==> src/rtl/obstacle_spawner_if.sv <==
// Spawn offer channel between obstacle_spawner and the obstacle/sprite manager.
// The spawner drives the offer; the manager answers with spawn_ready.
interface obstacle_spawner_if;
    logic       spawn_valid;
    logic       spawn_ready;
    logic [1:0] spawn_lane;
    logic [1:0] spawn_kind;

    modport master (
        output spawn_valid,
        output spawn_lane,
        output spawn_kind,
        input  spawn_ready
    );

    modport slave (
        input  spawn_valid,
        input  spawn_lane,
        input  spawn_kind,
        output spawn_ready
    );
endinterface

==> src/rtl/obstacle_spawner.sv <==
// Turns the 4-bit LFSR value into frame-timed obstacle spawn offers (valid/ready).
// Define SPAWN_NO_REPEAT_EN to prevent two consecutive spawns in the same lane.
module obstacle_spawner #(
    parameter int MIN_GAP = 8,
    parameter int LANES   = 3
) (
    input  logic                  clk,
    input  logic                  rst_n,
    input  logic [3:0]            rnd_data,
    input  logic                  frame_tick,
    input  logic                  game_en,
    obstacle_spawner_if.master    spawn,
    output logic [7:0]            spawn_count,
    output logic                  busy
);

    typedef enum logic [1:0] {
        IDLE  = 2'd0,
        WAIT  = 2'd1,
        OFFER = 2'd2
    } state_t;

    state_t     state;
    logic [4:0] gap_cnt;
    logic [4:0] gap_load;
    logic       valid_q;
    logic [1:0] lane_q;
    logic [1:0] kind_q;
    logic [7:0] count_q;
    logic [1:0] mapped_lane;
    logic [1:0] cap_lane;
`ifdef SPAWN_NO_REPEAT_EN
    logic [1:0] prev_lane;
`endif

    assign gap_load = 5'(MIN_GAP) + {1'b0, rnd_data};

    // Lane code 3 has no lane of its own; it folds onto the middle lane.
    always_comb begin
        mapped_lane = (rnd_data[1:0] == 2'(LANES)) ? 2'd1 : rnd_data[1:0];
        cap_lane    = mapped_lane;
`ifdef SPAWN_NO_REPEAT_EN
        if (mapped_lane == prev_lane)
            cap_lane = (mapped_lane == 2'(LANES - 1)) ? 2'd0 : mapped_lane + 2'd1;
`endif
    end

    always_ff @(posedge clk or negedge rst_n) begin
        if (!rst_n) begin
            state   <= IDLE;
            gap_cnt <= 5'd0;
            valid_q <= 1'b0;
            lane_q  <= 2'd0;
            kind_q  <= 2'd0;
            count_q <= 8'd0;
`ifdef SPAWN_NO_REPEAT_EN
            prev_lane <= 2'd0;
`endif
        end else if (!game_en) begin
            // An abort still honours a handshake that lands on the same edge.
            if (state == OFFER && spawn.spawn_ready) begin
                if (count_q != 8'hFF)
                    count_q <= count_q + 8'd1;
`ifdef SPAWN_NO_REPEAT_EN
                prev_lane <= lane_q;
`endif
            end
            state   <= IDLE;
            valid_q <= 1'b0;
        end else begin
            case (state)
                IDLE: begin
                    gap_cnt <= gap_load;
                    count_q <= 8'd0;
`ifdef SPAWN_NO_REPEAT_EN
                    prev_lane <= 2'd0;
`endif
                    state   <= WAIT;
                end
                WAIT: begin
                    if (frame_tick) begin
                        if (gap_cnt > 5'd1) begin
                            gap_cnt <= gap_cnt - 5'd1;
                        end else begin
                            lane_q  <= cap_lane;
                            kind_q  <= rnd_data[3:2];
                            valid_q <= 1'b1;
                            state   <= OFFER;
                        end
                    end
                end
                OFFER: begin
                    // Gap is frozen while the manager applies backpressure.
                    if (spawn.spawn_ready) begin
                        if (count_q != 8'hFF)
                            count_q <= count_q + 8'd1;
`ifdef SPAWN_NO_REPEAT_EN
                        prev_lane <= lane_q;
`endif
                        gap_cnt <= gap_load;
                        valid_q <= 1'b0;
                        state   <= WAIT;
                    end
                end
                default: begin
                    valid_q <= 1'b0;
                    state   <= IDLE;
                end
            endcase
        end
    end

    assign spawn.spawn_valid = valid_q;
    assign spawn.spawn_lane  = lane_q;
    assign spawn.spawn_kind  = kind_q;
    assign spawn_count       = count_q;
    assign busy              = (state != IDLE);

endmodule

==> src/flat_wrapper.sv <==
// flat-port wrapper written by rule: the top's interface ports become plain ports
module obstacle_spawner_flat 
#(
    parameter int MIN_GAP = 8,
    parameter int LANES   = 3
)
  (clk, rst_n, rnd_data, frame_tick, game_en, spawn_count, busy, spawn_spawn_valid, spawn_spawn_lane, spawn_spawn_kind, spawn_spawn_ready);
  obstacle_spawner_if spawn_i ();
  input  logic clk;
  input  logic rst_n;
  input  logic [3:0] rnd_data;
  input  logic frame_tick;
  input  logic game_en;
  output logic [7:0] spawn_count;
  output logic busy;
  output wire logic [$bits(spawn_i.spawn_valid)-1:0] spawn_spawn_valid;
  output wire logic [$bits(spawn_i.spawn_lane)-1:0] spawn_spawn_lane;
  output wire logic [$bits(spawn_i.spawn_kind)-1:0] spawn_spawn_kind;
  input wire logic [$bits(spawn_i.spawn_ready)-1:0] spawn_spawn_ready;
  assign spawn_spawn_valid = spawn_i.spawn_valid;
  assign spawn_spawn_lane = spawn_i.spawn_lane;
  assign spawn_spawn_kind = spawn_i.spawn_kind;
  assign spawn_i.spawn_ready = spawn_spawn_ready;
  obstacle_spawner #(.MIN_GAP(MIN_GAP), .LANES(LANES)) u_core (.clk(clk), .rst_n(rst_n), .rnd_data(rnd_data), .frame_tick(frame_tick), .game_en(game_en), .spawn(spawn_i), .spawn_count(spawn_count), .busy(busy));
endmodule
==> config.mk <==
export PLATFORM = sky130hd
export DESIGN_NAME = obstacle_spawner_flat
export DESIGN_NICKNAME = d
export VERILOG_FILES = /design/src/rtl/obstacle_spawner_if.sv /design/src/rtl/obstacle_spawner.sv /design/src/flat_wrapper.sv
export SDC_FILE = /design/constraint.sdc
export NUM_CORES = 1
export LEC_CHECK = 0
export BUFFER_PORTS_ARGS = -buffer_cell sky130_fd_sc_hd__buf_4
export CAP_MARGIN = 5
export CELL_PAD_IN_SITES_DETAIL_PLACEMENT = 2
export CELL_PAD_IN_SITES_GLOBAL_PLACEMENT = 2
export CORE_MARGIN = 3
export CORE_UTILIZATION = 35
export DETAILED_ROUTE_END_ITERATION = 8
export PLACE_DENSITY = 0.81
export REMOVE_ABC_BUFFERS = 1
export SLEW_MARGIN = 20
export SYNTH_ARGS = -nofsm -noshare
export SYNTH_HDL_FRONTEND = slang
export SYNTH_SLANG_ARGS = --single-unit
==> constraint.sdc <==
create_clock -name clk -period 3.96 [get_ports clk]
set_input_delay 0.594 -clock clk [delete_from_list [all_inputs] [get_ports clk]]
set_output_delay 0.594 -clock clk [all_outputs]
set_load 0.01 [all_outputs]
==> run_summary.xml <==
<?xml version="1.0" encoding="UTF-8"?>
<metrics>
  <group name="pwr">
    <metric name="design_power_total" unit="mW">0.6496</metric>
    <metric name="power.static_leakage" unit="nW">0.6786</metric>
    <metric name="vdd.ir_drop.worst" unit="mV">0.2792</metric>
    <metric name="power_density" unit="mW/mm2">453.4</metric>
  </group>
  <group name="sta">
    <metric name="fin_ws" unit="ns">1.948</metric>
    <metric name="final_max_slew_viol_count" unit="">0</metric>
    <metric name="tightest_slew" unit="ns">0.5400</metric>
    <metric name="hold_ws" unit="ns">0.1436</metric>
    <metric name="setup_failing_eps_final" unit="">0</metric>
    <metric name="finalWorstPathRequiredPeriod" unit="ns">2.012</metric>
    <metric name="timing.final.crit_share" unit="%">50.82</metric>
    <metric name="timing.fmax" unit="GHz">0.4969</metric>
    <metric name="setup_repair_after_global_routing_missed_its_margin" unit="">false</metric>
    <metric name="final-hold-violation-count" unit="">0</metric>
    <metric name="fin_setup_tns" unit="ns">0</metric>
    <metric name="slew-limit-headroom" unit="%">64.00</metric>
    <metric name="clock_skew" unit="ns">0.003401</metric>
  </group>
  <group name="routing">
    <metric name="drt_first_pass_iters" unit="">4</metric>
    <metric name="routed_wirelength" unit="um">3338</metric>
    <metric name="drt_iter0_markers" unit="">29</metric>
    <metric name="wl_per_cell" unit="um">17.76</metric>
    <metric name="ant_nets_after_route" unit="">0</metric>
    <metric name="remaining_drc_errors" unit="">0</metric>
    <metric name="vias_per_std_cell" unit="">5.559</metric>
    <metric name="num_vias" unit="">1045</metric>
  </group>
  <group name="logic_synthesis">
    <metric name="synthAdderAreaFrac" unit="%">3.191</metric>
    <metric name="top_flip_flop_cell_by_instance_count_after_synthesis" unit="">dfrtp_1</metric>
    <metric name="synth.ff_latch_count" unit="">20</metric>
    <metric name="synth_common_cells" unit="">20 x dfrtp_1, 14 x nor2_1, 7 x o21ai_0, 6 x inv_1, 5 x a21oi_1</metric>
    <metric name="synthXorXnorAreaFrac" unit="%">0.7447</metric>
    <metric name="synth_most_common_cell" unit="">dfrtp_1</metric>
    <metric name="postSynthAreaPerCell" unit="um2">9.640</metric>
    <metric name="sequential_share_of_the_synthesized_area" unit="%">42.55</metric>
    <metric name="number_of_synthesis_warnings" unit="">0</metric>
    <metric name="synth_compound_gate_area_share" unit="%">23.62</metric>
    <metric name="synthesis.instances" unit="">122</metric>
    <metric name="synth_area" unit="mm2">0.001176</metric>
    <metric name="synth-edff-count" unit="">0</metric>
    <metric name="post_synth_and_or_nand_nor_area_fraction" unit="%">19.36</metric>
    <metric name="synth_top_area_cell" unit="">dfrtp_1</metric>
    <metric name="main_combinational_cell_family_by_area_after_synthesis" unit="">compound AO/OA/AOI/OAI gates</metric>
    <metric name="asyncSetResetFlopFracSynth" unit="%">100.0</metric>
    <metric name="post_synth_main_area_contributors" unit="">dfrtp_1 43%, nor2_1 4.5%, mux2_2 3.8%</metric>
    <metric name="netlist-cell-type-count" unit="">40</metric>
    <metric name="synth.mux.area_fraction" unit="%">7.234</metric>
    <metric name="synth_largest_type_area_fraction" unit="%">42.55</metric>
  </group>
  <group name="finish">
    <metric name="instances_no_fill" unit="">188</metric>
    <metric name="finish.utilization" unit="%">45.80</metric>
    <metric name="proportion_of_layout_cells_with_a_drive_suffix_above_1" unit="%">27.78</metric>
    <metric name="final_design_instance_area_without_fill" unit="mm2">0.001433</metric>
    <metric name="area.growth.synth_to_final" unit="%">21.81</metric>
    <metric name="n_fill_cell" unit="">347</metric>
    <metric name="finish.net_count" unit="">157</metric>
    <metric name="antenna_diode_count" unit="">0</metric>
  </group>
  <group name="setup_path">
    <metric name="worst-endpoint-required" unit="ns">4.15</metric>
    <metric name="critical_path_class" unit="">register to register</metric>
    <metric name="crit_path_top_delay_cell" unit="">a311oi_4</metric>
    <metric name="kind_of_end_point_of_the_critical_path" unit="">register</metric>
    <metric name="reg2reg_depth" unit="">5</metric>
    <metric name="worst-endpoint-arrival" unit="ns">2.20</metric>
    <metric name="startpoint_class" unit="">register</metric>
    <metric name="path_cells" unit="">ha_1 &gt; and3_1 &gt; a311oi_4 &gt; mux2i_1 &gt; nor2_1</metric>
    <metric name="critical-path-max-stage-delay" unit="ns">0.57</metric>
    <metric name="critical_path_peak_fanout" unit="">9</metric>
    <metric name="worst-r2r-setup-slack" unit="ns">1.95</metric>
    <metric name="critical_path.reg2reg.endpoint" unit="">u_core.spawn_count[1]</metric>
    <metric name="r2r_start" unit="">u_core.spawn_count[0]</metric>
  </group>
  <group name="cts">
    <metric name="gates_resized_cts_repair" unit="">0</metric>
    <metric name="cts_buffer_depth" unit="">2</metric>
    <metric name="cts_setup_buffers" unit="">0</metric>
    <metric name="tritoncts_clock_tree" unit="">yes</metric>
    <metric name="root_buffer" unit="">clkbuf_4</metric>
    <metric name="cts.clk_slew.worst_paths" unit="ns">0.12</metric>
    <metric name="clkSinkCount" unit="">20</metric>
    <metric name="insertion_delay" unit="ns">0.31</metric>
    <metric name="hold_fix_buffers_at_cts" unit="">0</metric>
    <metric name="number_of_buffers_created_by_cts" unit="">3</metric>
    <metric name="cts-htree-levels" unit="">1</metric>
  </group>
  <group name="global_routing">
    <metric name="grt_start_max_net_pins" unit="">21</metric>
    <metric name="first_global_vias" unit="">1131</metric>
    <metric name="groute.layer.met2.usage" unit="%">32.26</metric>
    <metric name="grt-busiest-layer" unit="">met2</metric>
    <metric name="global_route_wire_length_before_repair" unit="um">5623</metric>
    <metric name="grt_use_total" unit="%">17.76</metric>
    <metric name="groute.layer.met3.usage" unit="%">4.394</metric>
    <metric name="global_routing_usage_on_met1" unit="%">21.43</metric>
    <metric name="grt_remaining_overflow" unit="">0</metric>
    <metric name="number_of_antenna_violations_at_the_first_check_in_global_routing" unit="">0</metric>
  </group>
  <group name="placed_design">
    <metric name="dpl-instance-area" unit="mm2">0.001380</metric>
    <metric name="port_buffers" unit="">22</metric>
    <metric name="post-place-ws" unit="ns">1.957</metric>
    <metric name="placed_cells" unit="">184</metric>
    <metric name="gp_congestion" unit="">0.7738</metric>
    <metric name="place_hpwl" unit="um">2609</metric>
  </group>
  <group name="floorplanning">
    <metric name="core_region_area" unit="mm2">0.003128</metric>
    <metric name="chipHeight" unit="um">63.97</metric>
    <metric name="ios" unit="">23</metric>
    <metric name="floorplan.die.width" unit="um">63.97</metric>
    <metric name="floorplan.die_area" unit="mm2">0.004092</metric>
    <metric name="start_util" unit="%">37.60</metric>
    <metric name="rows" unit="">20</metric>
  </group>
  <group name="run">
    <metric name="drv.max_cap_violation_count" unit="">0</metric>
  </group>
  <group name="worst_hold_path">
    <metric name="hold_path.class" unit="">primary input to async pin</metric>
  </group>
  <group name="outcome">
    <metric name="run_status" unit="">finished, final reports clean</metric>
  </group>
</metrics>
[cell families after synthesis]
logic type | after synthesis
adder cells (fa/ha/maj) | 3
multiplexers | 8
flip-flops | 20
buffers and inverters | 10
AO/OA/AOI/OAI | 36
AND/OR/NAND/NOR | 44
XOR/XNOR | 1
[power breakdown]
group | internal (mW) | leakage (nW) | total (mW) | switching [mW]
Combinational | 0.0941 | 0.389 | 0.193 | 0.0989
Clock | 0.102 | 0.0279 | 0.170 | 0.0675
Sequential | 0.242 | 0.262 | 0.287 | 0.0446
Total | 0.439 | 0.679 | 0.650 | 0.211
[sequential cells by signal, summed over array words and instances, names as in the netlist]
signal and flops:
u_core.spawn_count 8, u_core.gap_cnt 5, u_core.spawn.spawn_kind 2, u_core.spawn.spawn_lane 2
u_core.state 2, u_core.spawn.spawn_valid 1
[cell type report]
type	instances	area (um2)	area share, %
clock buffers	3	22.52	1.572
clock inverters	1	30.03	2.096
inverters	6	22.52	1.572
multi-input cells	92	636.9	44.45
flip-flops and latches	20	500.5	34.93
well taps	44	55.05	3.843
repair buffers	22	165.2	11.53
[cell usage in the layout, fill, tap and decap left out, types with 5 or more instances in the layout]
| cell type | count |
|---|---|
| a21oi_1 | 5 |
| buf_4 | 22 |
| dfrtp_1 | 20 |
| inv_1 | 6 |
| nor2_1 | 14 |
| o21ai_0 | 7 |
[worst max path at each step]
stage	from	cells after the start	slack, ns	to
2_1_floorplan	u_core.spawn_count[0]	5	2.13	u_core.spawn_count[2]
3_3_place_gp	u_core.spawn_count[0]	5	2.01	u_core.spawn_count[2]
3_5_place_dp	u_core.spawn_count[0]	5	1.96	u_core.spawn_count[1]
4_1_cts	u_core.spawn_count[0]	5	1.94	u_core.spawn_count[1]
5_1_grt	u_core.spawn_count[0]	5	1.81	u_core.spawn_count[5]
6_report	u_core.spawn_count[0]	5	1.95	u_core.spawn_count[1]
[worst max-delay path: cells and delay by family, from the launching register on]
family,cells,cell delay (ns)
muxes,1,0.28
AOI/OAI and AO/OA,1,0.57
DFF,1,0.46
adders and majority gates,1,0.26
and+or+nand+nor,2,0.32
[layer usage]
| metal | vias up | routed length [um] |
|---|---|---|
| li1 | 498 | - |
| met1 | 528 | 1516 |
| met2 | 17 | 1698 |
| met3 | 2 | 103 |
| met4 | 0 | 21 |
| met5 | - | 0 |
Power figures use the tool's default switching activity.
